File: config.mk
export PLATFORM = sky130hd
export DESIGN_NAME = complex_to_pixel_flat
export DESIGN_NICKNAME = d
export VERILOG_FILES = /design/src/rtl/complex_to_pixel_if.sv /design/src/rtl/complex_to_pixel.sv /design/src/flat_wrapper.sv
export SDC_FILE = /design/constraint.sdc
export NUM_CORES = 2
export LEC_CHECK = 0
export CAP_MARGIN = 40
export CORE_UTILIZATION = 45
export DETAILED_ROUTE_END_ITERATION = 12
export PLACE_DENSITY = 0.65
export SYNTH_ARGS = -nofsm -noshare
export SYNTH_HDL_FRONTEND = slang
export SYNTH_SLANG_ARGS = --single-unit
export TNS_END_PERCENT = 1
File: constraint.sdc
create_clock -name clk -period 11 [get_ports clk]
set_input_delay 3.3 -clock clk [delete_from_list [all_inputs] [get_ports clk]]
set_output_delay 3.3 -clock clk [all_outputs]
set_load 0.05 [all_outputs]
File: src/rtl/complex_to_pixel_if.sv
// Request/response bundle for the complex-to-pixel engine: point in, pixel out.
interface complex_to_pixel_if #(
  parameter int WORD_LENGTH = 32
);
  logic                          in_valid;
  logic                          in_ready;
  logic signed [WORD_LENGTH-1:0] in_re;
  logic signed [WORD_LENGTH-1:0] in_im;
  logic                          out_valid;
  logic                          out_ready;
  logic [10:0]                   out_x;
  logic [10:0]                   out_y;
  logic                          out_inside;

  modport master (
    output in_valid, in_re, in_im, out_ready,
    input  in_ready, out_valid, out_x, out_y, out_inside
  );
  modport slave (
    input  in_valid, in_re, in_im, out_ready,
    output in_ready, out_valid, out_x, out_y, out_inside
  );
endinterface

File: src/rtl/complex_to_pixel.sv
// Maps a complex point back to the screen pixel it falls in under the current view,
// using one shared restoring divider run twice (x then y).
module complex_to_pixel #(
  parameter int WORD_LENGTH   = 32,
  parameter int FRAC          = 28,
  parameter int SCREEN_WIDTH  = 640,
  parameter int SCREEN_HEIGHT = 480
) (
  input  logic                          clk,
  input  logic                          rst,
  input  logic [31:0]                   zoom,
  input  logic signed [WORD_LENGTH-1:0] real_center,
  input  logic signed [WORD_LENGTH-1:0] imag_center,
  complex_to_pixel_if.slave             bus
);
  // One guard bit past WORD_LENGTH+1 so extreme centres cannot wrap the offsets.
  localparam int OW = WORD_LENGTH + 2;
  localparam int DW = WORD_LENGTH + 12;
  localparam logic signed [OW-1:0] SPAN_W = OW'(3) <<< FRAC;
  localparam logic signed [OW-1:0] SPAN_H = OW'(2) <<< FRAC;

  typedef enum logic [2:0] {IDLE, SETUP, DIV_X, DIV_Y, DONE} state_t;
  state_t state, nxt;

  logic signed [OW-1:0] width_c, height_c, real_min_c, imag_max_c;
  logic signed [OW-1:0] re_r, im_r, rmin_r, imax_r, width_r, height_r, oy_r;
  logic signed [OW-1:0] ox_c, oy_c;
  logic                 inside_c, accept, ready, ge, div_last;
  logic [DW-1:0]        rem, dsh;
  logic [10:0]          quo, q_next;
  logic [3:0]           cnt;
  logic [10:0]          x_r, y_r;
  logic                 inside_r;

  assign width_c    = SPAN_W >>> zoom;
  assign height_c   = SPAN_H >>> zoom;
  assign real_min_c = OW'(real_center) - (width_c >>> 1);
  assign imag_max_c = OW'(imag_center) + (height_c >>> 1);

  assign ox_c     = re_r - rmin_r;
  assign oy_c     = imax_r - im_r;
  assign inside_c = !ox_c[OW-1] && (ox_c < width_r) && !oy_c[OW-1] && (oy_c < height_r)
                    && (width_r != '0) && (height_r != '0);

  assign accept   = bus.in_valid && ready;
  assign ge       = rem >= dsh;
  assign q_next   = {quo[9:0], ge};
  assign div_last = cnt == 4'd10;

  always_ff @(posedge clk) begin
    if (rst) state <= IDLE;
    else     state <= nxt;
  end

  always_comb begin
    nxt = state;
    case (state)
      IDLE:    if (bus.in_valid) nxt = SETUP;
      SETUP:   nxt = inside_c ? DIV_X : DONE;
      DIV_X:   if (div_last) nxt = DIV_Y;
      DIV_Y:   if (div_last) nxt = DONE;
      DONE:    if (bus.out_ready) nxt = IDLE;
      default: nxt = IDLE;
    endcase
  end

  always_comb begin
    ready     = state == IDLE;
    bus.out_valid = state == DONE;
  end
  assign bus.in_ready   = ready;
  assign bus.out_x      = x_r;
  assign bus.out_y      = y_r;
  assign bus.out_inside = inside_r;

  always_ff @(posedge clk) begin
    if (rst) begin
      re_r <= '0; im_r <= '0; rmin_r <= '0; imax_r <= '0;
      width_r <= '0; height_r <= '0; oy_r <= '0;
      rem <= '0; dsh <= '0; quo <= '0; cnt <= '0;
      x_r <= '0; y_r <= '0; inside_r <= 1'b0;
    end else begin
      case (state)
        IDLE: if (accept) begin
          re_r     <= OW'(bus.in_re);
          im_r     <= OW'(bus.in_im);
          rmin_r   <= real_min_c;
          imax_r   <= imag_max_c;
          width_r  <= width_c;
          height_r <= height_c;
        end
        SETUP: begin
          inside_r <= inside_c;
          x_r      <= '0;
          y_r      <= '0;
          oy_r     <= oy_c;
          rem      <= DW'(ox_c) * DW'(SCREEN_WIDTH);
          dsh      <= DW'(width_r) << 10;
          quo      <= '0;
          cnt      <= '0;
        end
        DIV_X, DIV_Y: begin
          if (ge) rem <= rem - dsh;
          dsh <= dsh >> 1;
          quo <= q_next;
          cnt <= cnt + 4'd1;
          // Quotient fits in 11 bits because inside bounds the offset below the span.
          if (div_last) begin
            if (state == DIV_X) begin
              x_r <= q_next;
              rem <= DW'(oy_r) * DW'(SCREEN_HEIGHT);
              dsh <= DW'(height_r) << 10;
              quo <= '0;
              cnt <= '0;
            end else begin
              y_r <= q_next;
            end
          end
        end
        default: ;
      endcase
    end
  end
endmodule

File: src/flat_wrapper.sv
// flat-port wrapper written by rule: the top's interface ports become plain ports
module complex_to_pixel_flat 
#(
  parameter int WORD_LENGTH   = 32,
  parameter int FRAC          = 28,
  parameter int SCREEN_WIDTH  = 640,
  parameter int SCREEN_HEIGHT = 480
)
  (clk, rst, zoom, real_center, imag_center, bus_in_valid, bus_in_re, bus_in_im, bus_out_ready, bus_in_ready, bus_out_valid, bus_out_x, bus_out_y, bus_out_inside);
  complex_to_pixel_if #(.WORD_LENGTH(WORD_LENGTH)) bus_i ();
  input  logic clk;
  input  logic rst;
  input  logic [31:0] zoom;
  input  logic signed [WORD_LENGTH-1:0] real_center;
  input  logic signed [WORD_LENGTH-1:0] imag_center;
  input wire logic [$bits(bus_i.in_valid)-1:0] bus_in_valid;
  input wire logic [$bits(bus_i.in_re)-1:0] bus_in_re;
  input wire logic [$bits(bus_i.in_im)-1:0] bus_in_im;
  input wire logic [$bits(bus_i.out_ready)-1:0] bus_out_ready;
  output wire logic [$bits(bus_i.in_ready)-1:0] bus_in_ready;
  output wire logic [$bits(bus_i.out_valid)-1:0] bus_out_valid;
  output wire logic [$bits(bus_i.out_x)-1:0] bus_out_x;
  output wire logic [$bits(bus_i.out_y)-1:0] bus_out_y;
  output wire logic [$bits(bus_i.out_inside)-1:0] bus_out_inside;
  assign bus_i.in_valid = bus_in_valid;
  assign bus_i.in_re = bus_in_re;
  assign bus_i.in_im = bus_in_im;
  assign bus_i.out_ready = bus_out_ready;
  assign bus_in_ready = bus_i.in_ready;
  assign bus_out_valid = bus_i.out_valid;
  assign bus_out_x = bus_i.out_x;
  assign bus_out_y = bus_i.out_y;
  assign bus_out_inside = bus_i.out_inside;
  complex_to_pixel #(.WORD_LENGTH(WORD_LENGTH), .FRAC(FRAC), .SCREEN_WIDTH(SCREEN_WIDTH), .SCREEN_HEIGHT(SCREEN_HEIGHT)) u_core (.clk(clk), .rst(rst), .zoom(zoom), .real_center(real_center), .imag_center(imag_center), .bus(bus_i));
endmodule
==> results.ini <==
[critical_path]
cp_slowest_cell=nor2_1
crit_path_max_fanout=12
critical_path_arrival_ns=8.56
crit_top_cell=nand2_1
critPathMaxStageDelay_ns=0.55
start_kind=primary input
path_buf_inv=2
cp_top_family=simple AND/OR/NAND/NOR gates
critPathKind=primary input to flop
crit_chain=clkdlybuf4s50_1 > nor4_1 > nand4_1 > nor2_1 > nand2_1 > nor2_1 > nand2_1 > inv_1 > nand2_1 > nand2b_1 > ha_1 > fa_1 > nor2b_1 > o31a_1 > or4_1 > a31oi_2 > a31oi_1 > a41oi_2 > a31o_2 > o211a_1 > a211oi_1 > a211oi_1
end_kind=flop
cp.required_ns=11.51

[placed_design]
place.gp.congestion=0.9681
portBuffers=188
hpwl_um=77810
placed_area_um2=33140

[finish]
area_growth_pct=12.83
final_cell_area_um2=34590
nets=4782
diodes=0
drive_gt1_share_pct=3.533

[clock_tree]
cts_buffers=43
tritoncts=built
cts.reportedPaths.clkPinSlew_ns=0.06
cts-hold-fix-buffers=0
clk_latency_ns=0.60
cts-root-buf=clkbuf_16
post_cts_buffers=0
cts-resized-gates=0
cts-htree-levels=2
cts.sinks=349
clockBufferDepth=3

[yosys]
yosys-mux-area-fraction_pct=0.4327
ys_ff_latch=349
ys_warn_count=0
synth_compound_area_share_pct=25.32
ys_top_cells_by_area=dfxtp_1 (23%), ha_1 (15%), a21oi_1 (8.2%)
synth_top_family_by_area=compound AO/OA/AOI/OAI gates
synthSimpleGateAreaFrac_pct=19.18
synth-edff-count=0
syn-cell-area_um2=30650
yosysSeqAreaShare_pct=22.79
synth_common_cells=nand2_1 (585), a21oi_1 (502), inv_1 (382), ha_1 (362), dfxtp_1 (349)
synth-main-ff-cell=dfxtp_1
synth_top_area_share_pct=22.79
synth_fa_ha_area_share_pct=19.28
synthCells=4121
synth-xor-area-share_pct=5.943
synth_fp_nets=4716
yosysUniqueCellTypes=90
yosys.cell_count.top_type=nand2_1
ys_async_sr_fraction_pct=0
syn_avg_cell_area_um2=7.439
synth_top_area_cell=dfxtp_1

[power]
seqPwrFrac_pct=18.5
powerDensity_nw_per_um2=229.4
leakagePower_uw=0.01432
p_switching_uw=3748
pwr-share-clk_pct=18.8
p_int_uw=4188
combPwrFrac_pct=62.7
switching_share_pct=47.23
ir_drop_v=0.0001636

[routing]
drt_first_pass_iters=6
drt_iter0_drc=2354
wl_um=100200
avgViaCountPerCell=5.787
wire_per_inst_um=19.69
antenna_left=0
drcViolationCount=0
route.vias.total=29458

[sta]
fin_setup_tns_ns=0
maxSlewViolCount=0
skew_ns=0.01948
max_slew.worst_pin.slew_ns=0.9194
rsz0062_at_grt=no
timing.hold.ws_ns=0.4486
fin_crit_sh_pct=73.20
hold_violations=0
finalSetupViolations=0
fin_crit_ns=8.052
relSlewSlack_pct=38.71
fmax_mhz=124.2

[floorplanning]
ioPinCount=189
die_x_um=263
die_h_um=263
core_area_um2=67280
num_rows=95
fp.dieArea_um2=69170
start_util_pct=45.56

[global_routing]
grt_pass1_vias=27356
grt-ovfl-total=0
antenna_found_initial=1
grt_first_pass_wirelength_um=155300
grt_start_max_net_pins=173
grt_usage_pct=28.33

[hold_path]
hold_class=flop to flop

[outcome]
status=completed

[job]
drv_cap=0

## state kept, by name, indices dropped and copies added, names as in the netlist
register / cells
u_core.rem: 44
u_core.dsh: 40
u_core.imax_r: 34
u_core.oy_r: 34
u_core.rmin_r: 34
u_core.im_r: 32
u_core.re_r: 32
u_core.height_r: 30
u_core.width_r: 29
u_core.bus.out_x: 11
u_core.bus.out_y: 11
u_core.quo: 10
u_core.cnt: 4
u_core.state: 3
u_core.bus.out_inside: 1
## layout make-up
class / instances / area [µm²]
Clock buffer: 50 / 1132
Timing Repair Buffer: 210 / 2064
Inverter: 382 / 1434
Clock inverter: 25 / 317.8
Fill cell: 6729 / 32690
Sequential cell: 349 / 6987
Tap cell: 873 / 1092
Multi-Input combinational cell: 3201 / 21560
## power by group through the flow
stage / combinational, µW / sequential (µW) / clock, µW
after CTS: 4920 / 1470 / 1520
after floorplan: 3670 / 1450 / 0
after global routing: 5470 / 1480 / 1570
final: 4980 / 1470 / 1490
after detailed placement: 4880 / 1490 / 0
after global placement: 4860 / 1490 / 0
## stage by stage
stage / cells / worst slack, ns / total power, µW / util, %
3_3_place_gp: 5013 / 2.533 / 6353 / 49.23
4_1_cts: 5090 / 3.009 / 7906 / 51.41
3_5_place_dp: 5015 / 2.405 / 6372 / 49.25
2_1_floorplan: 4121 / 3.890 / 5123 / -
5_1_grt: 5090 / 2.366 / 8522 / 51.41
6_report: 5090 / 2.948 / 7935 / 51.41
## path summary, 6_finish.rpt
path / startpoint / endpoint / slack (ns) / cells past startpoint
setup / recovery: zoom[18] / u_core.rmin_r[32]$_SDFFE_PP0P_ / 2.95 / 22
hold / removal: u_core.bus.out_x[10]$_SDFFE_PP0P_ / u_core.bus.out_x[10]$_SDFFE_PP0P_ / 0.45 / 2
setup reg to reg: u_core.rmin_r[15]$_SDFFE_PP0P_ / u_core.rem[42]$_SDFFE_PP0P_ / 4.84 / 22
hold reg to reg: u_core.bus.out_x[10]$_SDFFE_PP0P_ / u_core.bus.out_x[10]$_SDFFE_PP0P_ / 0.45 / 2
## cells by family (layout without fill, tap and decap cells)
logic type	after synthesis	in the layout
mux	13	13
buf+inv	571	667
fa+ha+maj	431	431
xor+xnor	208	208
flops	349	349
simple gates	1319	1319
compound gates	1230	1230
## worst min-delay path: stages (launching register included)
cell     delay (ns)
dfxtp_1        0.31
nand2_1        0.05
a21oi_1        0.05
## layer usage
| metal | GRT usage, % | vias up | routed length, µm |
|---|---|---|---|
| met5 | 0 | - | 0 |
| met4 | 11.11 | 0 | 3940 |
| met3 | 4.181 | 170 | 6566 |
| met2 | 43.58 | 945 | 43510 |
| met1 | 39.69 | 13755 | 46200 |
| li1 | - | 14588 | - |
## placed cells by master (no fill, tap or decap), types with 16 or more instances in the layout
cell type,instances
a211oi_1,62
a21o_1,108
a21oi_1,502
a221oi_1,37
a22oi_1,29
a31oi_1,41
and2_1,16
and3_1,24
buf_4,21
clkbuf_16,43
clkdlybuf4s50_1,187
dfxtp_1,349
fa_1,69
ha_1,362
inv_1,382
nand2_1,583
nand2b_1,44
nand3_1,90
nand4_1,45
nor2_1,318
nor2b_1,31
nor3_1,68
nor4_1,27
o211ai_1,45
o21a_1,46
o21ai_0,180
o21bai_1,20
xnor2_1,133
xor2_1,75
No activity file was read; power rests on OpenSTA's default activity.
